`src/rtl/sseg_pkg.sv`:
```
// Shared definitions for the self-scanning seven-segment controller:
// segment patterns (active-low {g,f,e,d,c,b,a}) and the load FSM states.
package sseg_pkg;

  localparam logic [6:0] SEG_BLANK = 7'b1111111;
  localparam logic [6:0] SEG_MINUS = 7'b0111111;
  localparam logic [6:0] SEG_ZERO  = 7'b1000000;

  typedef enum logic [1:0] {
    ST_IDLE,
    ST_CONV,
    ST_COMMIT
  } state_t;

  // Glyph for one hex/BCD nibble, lower-case b and d so they differ from 8 and 0
  function automatic logic [6:0] hex_to_seg(input logic [3:0] nib);
    logic [6:0] pattern;
    case (nib)
      4'h0: pattern = 7'b1000000;
      4'h1: pattern = 7'b1111001;
      4'h2: pattern = 7'b0100100;
      4'h3: pattern = 7'b0110000;
      4'h4: pattern = 7'b0011001;
      4'h5: pattern = 7'b0010010;
      4'h6: pattern = 7'b0000010;
      4'h7: pattern = 7'b1111000;
      4'h8: pattern = 7'b0000000;
      4'h9: pattern = 7'b0010000;
      4'hA: pattern = 7'b0001000;
      4'hB: pattern = 7'b0000011;
      4'hC: pattern = 7'b1000110;
      4'hD: pattern = 7'b0100001;
      4'hE: pattern = 7'b0000110;
      4'hF: pattern = 7'b0001110;
    endcase
    return pattern;
  endfunction

endpackage

```
`src/rtl/sseg_scan_ctrl_bin2bcd_seq.sv`:
```
// Sequential double-dabble converter. The first shift happens in the start
// cycle itself (the BCD register is all zero then, so no add-3 is needed),
// which lets the result be flagged valid after DATA_W shift steps in total.
// Any 1 pushed out of the top BCD nibble means the value needs more digits.
module bin2bcd_seq #(
  parameter int DATA_W = 16,
  parameter int DIGITS = 4
) (
  input  logic                  clk,
  input  logic                  rst,
  input  logic                  start,
  input  logic [DATA_W-1:0]     data,
  output logic [4*DIGITS-1:0]   bcd,
  output logic                  ovf,
  output logic                  valid
);

  localparam int BCD_W = 4 * DIGITS;
  localparam int CNT_W = $clog2(DATA_W + 1);

  logic [DATA_W-1:0] bin_q;
  logic [CNT_W-1:0]  steps_left;
  logic [BCD_W-1:0]  adj;

  // Add 3 to every nibble that is 5 or more before the next left shift
  always_comb begin
    adj = bcd;
    for (int i = 0; i < DIGITS; i++) begin
      if (bcd[4*i +: 4] >= 4'd5) begin
        adj[4*i +: 4] = bcd[4*i +: 4] + 4'd3;
      end
    end
  end

  // Shift engine: load on start, then one adjust-and-shift per cycle
  always_ff @(posedge clk) begin
    if (rst) begin
      bin_q      <= '0;
      bcd        <= '0;
      ovf        <= 1'b0;
      steps_left <= '0;
      valid      <= 1'b0;
    end else begin
      valid <= 1'b0;
      if (start) begin
        bin_q      <= data << 1;
        bcd        <= BCD_W'(data[DATA_W-1]);
        ovf        <= 1'b0;
        steps_left <= CNT_W'(DATA_W - 1);
        valid      <= (DATA_W == 1);
      end else if (steps_left != '0) begin
        bin_q      <= bin_q << 1;
        bcd        <= {adj[BCD_W-2:0], bin_q[DATA_W-1]};
        ovf        <= ovf | adj[BCD_W-1];
        steps_left <= steps_left - CNT_W'(1);
        valid      <= (steps_left == CNT_W'(1));
      end
    end
  end

endmodule

```
`src/rtl/sseg_scan_ctrl.sv`:
```
// Seven-segment display controller: takes a value through a load handshake,
// converts it (decimal via double-dabble, or hex nibbles), applies sign,
// leading-zero blanking and overflow, and scans DIGITS common-anode digits.
module sseg_scan_ctrl
  import sseg_pkg::*;
#(
  parameter int DIGITS      = 4,
  parameter int DATA_W      = 16,
  parameter int REFRESH_CNT = 100000
) (
  input  logic              clk,
  input  logic              rst,
  input  logic [DATA_W-1:0] data,
  input  logic              hex_dec,
  input  logic              signed_mode,
  input  logic              lz_blank,
  input  logic [DIGITS-1:0] dp_in,
  input  logic              load,
  output logic              busy,
  output logic              done,
  output logic              ovf,
  output logic [6:0]        seg,
  output logic              dp,
  output logic [DIGITS-1:0] an
);

  localparam int BCD_W = 4 * DIGITS;
  localparam int IDX_W = $clog2(DIGITS);
  localparam int CNT_W = (REFRESH_CNT > 1) ? $clog2(REFRESH_CNT) : 1;

  state_t            state;
  logic [BCD_W-1:0]  val_q;
  logic              neg_q;
  logic              lz_q;
  logic              pre_ovf_q;
  logic [6:0]        disp [DIGITS];

  logic [31:0]       data_ext;
  logic              is_neg_in;
  logic [DATA_W-1:0] magnitude;
  logic              hex_ovf_in;
  logic [BCD_W-1:0]  hex_val_in;
  logic              conv_start;
  logic [BCD_W-1:0]  conv_bcd;
  logic              conv_ovf;
  logic              conv_valid;

  int                msd;
  logic              sign_ovf;
  logic              next_ovf;
  logic [6:0]        next_disp [DIGITS];

  logic [CNT_W-1:0]  refresh_q;
  logic [IDX_W-1:0]  idx_q;
  logic [DIGITS-1:0] an_sel;

  // Prepare the incoming value: magnitude for decimal, nibbles and range check for hex
  always_comb begin
    data_ext   = 32'(data);
    is_neg_in  = signed_mode && data[DATA_W-1];
    magnitude  = is_neg_in ? (~data + DATA_W'(1)) : data;
    hex_ovf_in = (data_ext >> BCD_W) != 32'd0;
    hex_val_in = BCD_W'(data_ext);
    conv_start = (state == ST_IDLE) && load && !hex_dec;
  end

  bin2bcd_seq #(
    .DATA_W (DATA_W),
    .DIGITS (DIGITS)
  ) u_bin2bcd (
    .clk   (clk),
    .rst   (rst),
    .start (conv_start),
    .data  (magnitude),
    .bcd   (conv_bcd),
    .ovf   (conv_ovf),
    .valid (conv_valid)
  );

  // Build the full set of digit glyphs that COMMIT will latch in one go
  always_comb begin
    msd = 0;
    for (int i = 0; i < DIGITS; i++) begin
      if (val_q[4*i +: 4] != 4'd0) msd = i;
    end
    // With or without blanking the minus needs a digit above the top nonzero one
    sign_ovf = neg_q && (msd == DIGITS - 1);
    next_ovf = pre_ovf_q || sign_ovf;
    for (int i = 0; i < DIGITS; i++) begin
      next_disp[i] = hex_to_seg(val_q[4*i +: 4]);
      if (next_ovf) begin
        next_disp[i] = SEG_MINUS;
      end else if (neg_q && (i == (lz_q ? msd + 1 : DIGITS - 1))) begin
        next_disp[i] = SEG_MINUS;
      end else if (lz_q && (i > msd)) begin
        next_disp[i] = SEG_BLANK;
      end
    end
  end

  // Load FSM: capture on accepted load, convert, then swap the display register atomically
  always_ff @(posedge clk) begin
    if (rst) begin
      state     <= ST_IDLE;
      busy      <= 1'b0;
      done      <= 1'b0;
      ovf       <= 1'b0;
      val_q     <= '0;
      neg_q     <= 1'b0;
      lz_q      <= 1'b1;
      pre_ovf_q <= 1'b0;
      for (int i = 0; i < DIGITS; i++) begin
        disp[i] <= (i == 0) ? SEG_ZERO : SEG_BLANK;
      end
    end else begin
      done <= 1'b0;
      case (state)
        ST_IDLE: begin
          if (load) begin
            lz_q <= lz_blank;
            busy <= 1'b1;
            if (hex_dec) begin
              val_q     <= hex_val_in;
              pre_ovf_q <= hex_ovf_in;
              neg_q     <= 1'b0;
              state     <= ST_COMMIT;
            end else begin
              neg_q     <= is_neg_in;
              pre_ovf_q <= 1'b0;
              state     <= ST_CONV;
            end
          end
        end
        ST_CONV: begin
          if (conv_valid) begin
            val_q     <= conv_bcd;
            pre_ovf_q <= conv_ovf;
            state     <= ST_COMMIT;
          end
        end
        ST_COMMIT: begin
          for (int i = 0; i < DIGITS; i++) begin
            disp[i] <= next_disp[i];
          end
          ovf   <= next_ovf;
          done  <= 1'b1;
          busy  <= 1'b0;
          state <= ST_IDLE;
        end
        default: begin
          busy  <= 1'b0;
          state <= ST_IDLE;
        end
      endcase
    end
  end

  // One-hot-low anode pattern for the digit currently being scanned
  always_comb begin
    an_sel        = '1;
    an_sel[idx_q] = 1'b0;
  end

  // Refresh scan: anode, segments and decimal point all register on the same edge
  always_ff @(posedge clk) begin
    if (rst) begin
      refresh_q <= '0;
      idx_q     <= '0;
      seg       <= SEG_BLANK;
      an        <= '1;
      dp        <= 1'b1;
    end else begin
      seg <= disp[idx_q];
      dp  <= ~dp_in[idx_q];
      an  <= an_sel;
      if (refresh_q == CNT_W'(REFRESH_CNT - 1)) begin
        refresh_q <= '0;
        idx_q     <= (idx_q == IDX_W'(DIGITS - 1)) ? '0 : idx_q + IDX_W'(1);
      end else begin
        refresh_q <= refresh_q + CNT_W'(1);
      end
    end
  end

endmodule

```
`config.mk`:
```
export PLATFORM = sky130hd
export DESIGN_NAME = sseg_scan_ctrl
export DESIGN_NICKNAME = d
export VERILOG_FILES = /design/src/rtl/sseg_pkg.sv /design/src/rtl/sseg_scan_ctrl_bin2bcd_seq.sv /design/src/rtl/sseg_scan_ctrl.sv
export SDC_FILE = /design/constraint.sdc
export NUM_CORES = 1
export LEC_CHECK = 0
export ABC_AREA = 1
export BUFFER_PORTS_ARGS = -buffer_cell sky130_fd_sc_hd__buf_4
export CAP_MARGIN = 20
export CORE_ASPECT_RATIO = 1.75
export CORE_MARGIN = 5
export CORE_UTILIZATION = 67
export CTS_CLUSTER_SIZE = 14
export DETAILED_ROUTE_END_ITERATION = 7
export HOLD_SLACK_MARGIN = 0.02
export PLACE_DENSITY = 0.86
export SLEW_MARGIN = 20
export SYNTH_ARGS = -nofsm -noshare
export SYNTH_HDL_FRONTEND = slang
export SYNTH_HIERARCHICAL = 1
export SYNTH_SLANG_ARGS = --single-unit
```
`constraint.sdc`:
```
create_clock -name clk -period 5.5 [get_ports clk]
set_input_delay 0.55 -clock clk [delete_from_list [all_inputs] [get_ports clk]]
set_output_delay 0.55 -clock clk [all_outputs]
set_load 0.1 [all_outputs]
```
==> metrics.cfg <==
[cells_and_area]
diodes = 0
final_common_cell = nand2_1
final_cell_count_no_fill = 1338
areaGrowthSynthToFinish_pct = 11.1
layout-drive-gt1-share_pct = 11.2
final_nets = 1227
final_util_pct = 75.8
final_area_mm2 = 0.00910
layout_common_cells = 321 x nand2_1, 164 x inv_1, 121 x dfxtp_1

[timing]
rsz0062_at_grt = false
max_freq_mhz = 385
skew_ps = 11.7
slew_violations = 0
period_share_pct = 47.2
worstMarginPinSlew_ps = 1000
setup_viol = 0
fin_setup_tns_ps = 0
min_period_ps = 2600
max-slew-margin-rel_pct = 32.9
finalHoldViolations = 0

[global_routing]
grt_pass1_vias = 6930
top_usage_layer = met2
grt_max_degree = 55
met3_usage_pct = 5.44
use_met1_pct = 25.2
overflow = 0
antenna_found_initial = 0
grt_use_met2_pct = 49.6
grt_pass1_wl_um = 30400
grt.total_usage_pct = 25.9

[route]
ant_nets = 0
drt_wl_total_um = 18200
avgRoutedWirePerCell_um = 13.6
drt_iter0_markers = 500
first_pass_iters = 5
vias = 7192
drc = 0
vias_per_cell = 5.38

[job]
drv_cap = 0

[synthesis]
synth.top_cells.by_area = dfxtp_1 30%, nand2_1 15%, edfxtp_1 10%
synth_top_family_by_area = simple AND/OR/NAND/NOR gates
syn-num-nets = 1199
synthMuxAreaShare_pct = 0
yosysTopAreaCell = dfxtp_1
syn_inst = 1132
syn_avg_cell_area_um2 = 7.23
synth-seq-area-share_pct = 39.8
ys_seq_elements = 149
synth_top_area_share_pct = 29.6
synth-compound-area-share_pct = 9.41
synthSimpleGateAreaFrac_pct = 32.4
synthesis.area_mm2 = 0.00819
synth_cell_types = 39
synth_xor_area_share_pct = 1.82
synth-warning-count = 6
synth_fa_ha_area_share_pct = 6.26

[die]
fp.coreArea_mm2 = 0.0120
initial_utilization_pct = 68.2
die-area_mm2 = 0.0146
ios = 41
die_width_um = 93.6
rows = 53
die_h_um = 156

[critical_path]
startpoint_type = flop
end_kind = flop
critPathMaxFanout = 22
worstPathArrival_ps = 2920
crit_required_ps = 5820
crit_type = reg -> reg

[power]
leakagePower_nw = 4.29
power_density_mw_per_mm2 = 395
ir_worst_vdd_mv = 0.409

[clocking]
clk_latency_ps = 430
cts_buffers = 17
clk_pin_slew_ps = 60
cts_sinks = 149
cts_resized = 0
cts-root-buf = clkbuf_16
cts_buffer_depth = 2
cts_tree = yes
htree_levels = 4
cts_setup_buffers = 0
cts_hold_buffers = 0

[place]
place_area_mm2 = 0.00853
gp_congestion = 0.903
portBuffers = 40
dp_hpwl_um = 13100
dp_cells = 1306

[worst_hold_path]
hp-class = in -> reg

[status]
status = finished, final reports clean

[where the power goes]
group | switching [mW] | internal (mW) | leakage [nW] | total (mW)
sequential | 0.122 | 1.28 | 1.22 | 1.40
combinational | 0.753 | 0.340 | 2.80 | 1.09
clock | 0.505 | 0.597 | 0.275 | 1.10
[area by class of cell]
cell class                 instances  area, µm²
sequential                       149       3260
timing repair buffer              41        308
clock inverter                    15        140
tap                              165        206
fill                             897       2900
clock buffer                      17        425
inverter                         176        661
multi-input combinational        775       4100
[logic make-up after synthesis]
| family | Yosys count |
|---|---|
| xor gates and xnor gates | 17 |
| AOI/OAI and AO/OA | 142 |
| and+or+nand+nor | 575 |
| DFF | 149 |
| buffers and inverters | 208 |
| adders and majority gates | 41 |
[routing by layer]
metal  part of all wire (%)  wire (µm)
met3                    4.0        728
met4                    4.2        757
met2                     55      10100
met5                      0          0
met1                     36       6650
[Yosys cell counts (all sizes together)]
cell	instances
inv	175
o21bai	1
nand2	331
nor4	1
a31oi	1
clkinv	1
nor3	9
a21boi	1
buf	22
nand3	89
o22ai	1
nor2	106
edfxtp	28
o21ai	79
o211ai	16
xor2	14
o31ai	1
or2	8
dfxtp	121
ha	41
xnor2	3
nand4	31
a21oi	40
clkbuf	10
a211oi	2
[final timing paths]
check | slack (ps) | start | cells past startpoint | to
worst min-delay path | 420 | lz_blank | 3 | lz_q$_SDFFE_PP1P_
worst max register to register | 2900 | state[1]$_SDFFE_PP0N_ | 12 | flop
worst max-delay path | 2900 | state[1]$_SDFFE_PP0N_ | 12 | flop
worst min register to register | 430 | u_bin2bcd/steps_left[4]$_SDFFE_PP0P_ | 1 | u_bin2bcd/valid$_SDFF_PP0_
[through the flow]
stage	power, mW	worst slack [ps]	hold slack, ps
after global routing	3.82	2700	414
final	3.60	2900	416
after detailed placement	2.48	2720	418
after global placement	2.44	2800	414
after CTS	3.59	2960	388
after floorplan	2.26	3220	398
[critical path, stage by stage, from the launching register on]
cell and delay (ps):
dfxtp_1 470, inv_2 90, nand2_1 520, nand2_1 120, o21ai_0 120, nand2_1 110
nand3_1 230, inv_1 150, ha_1 310, inv_1 70, nand4_1 120, nand3_1 130
nand2_1 50
No activity file was read; power rests on OpenSTA's default activity.
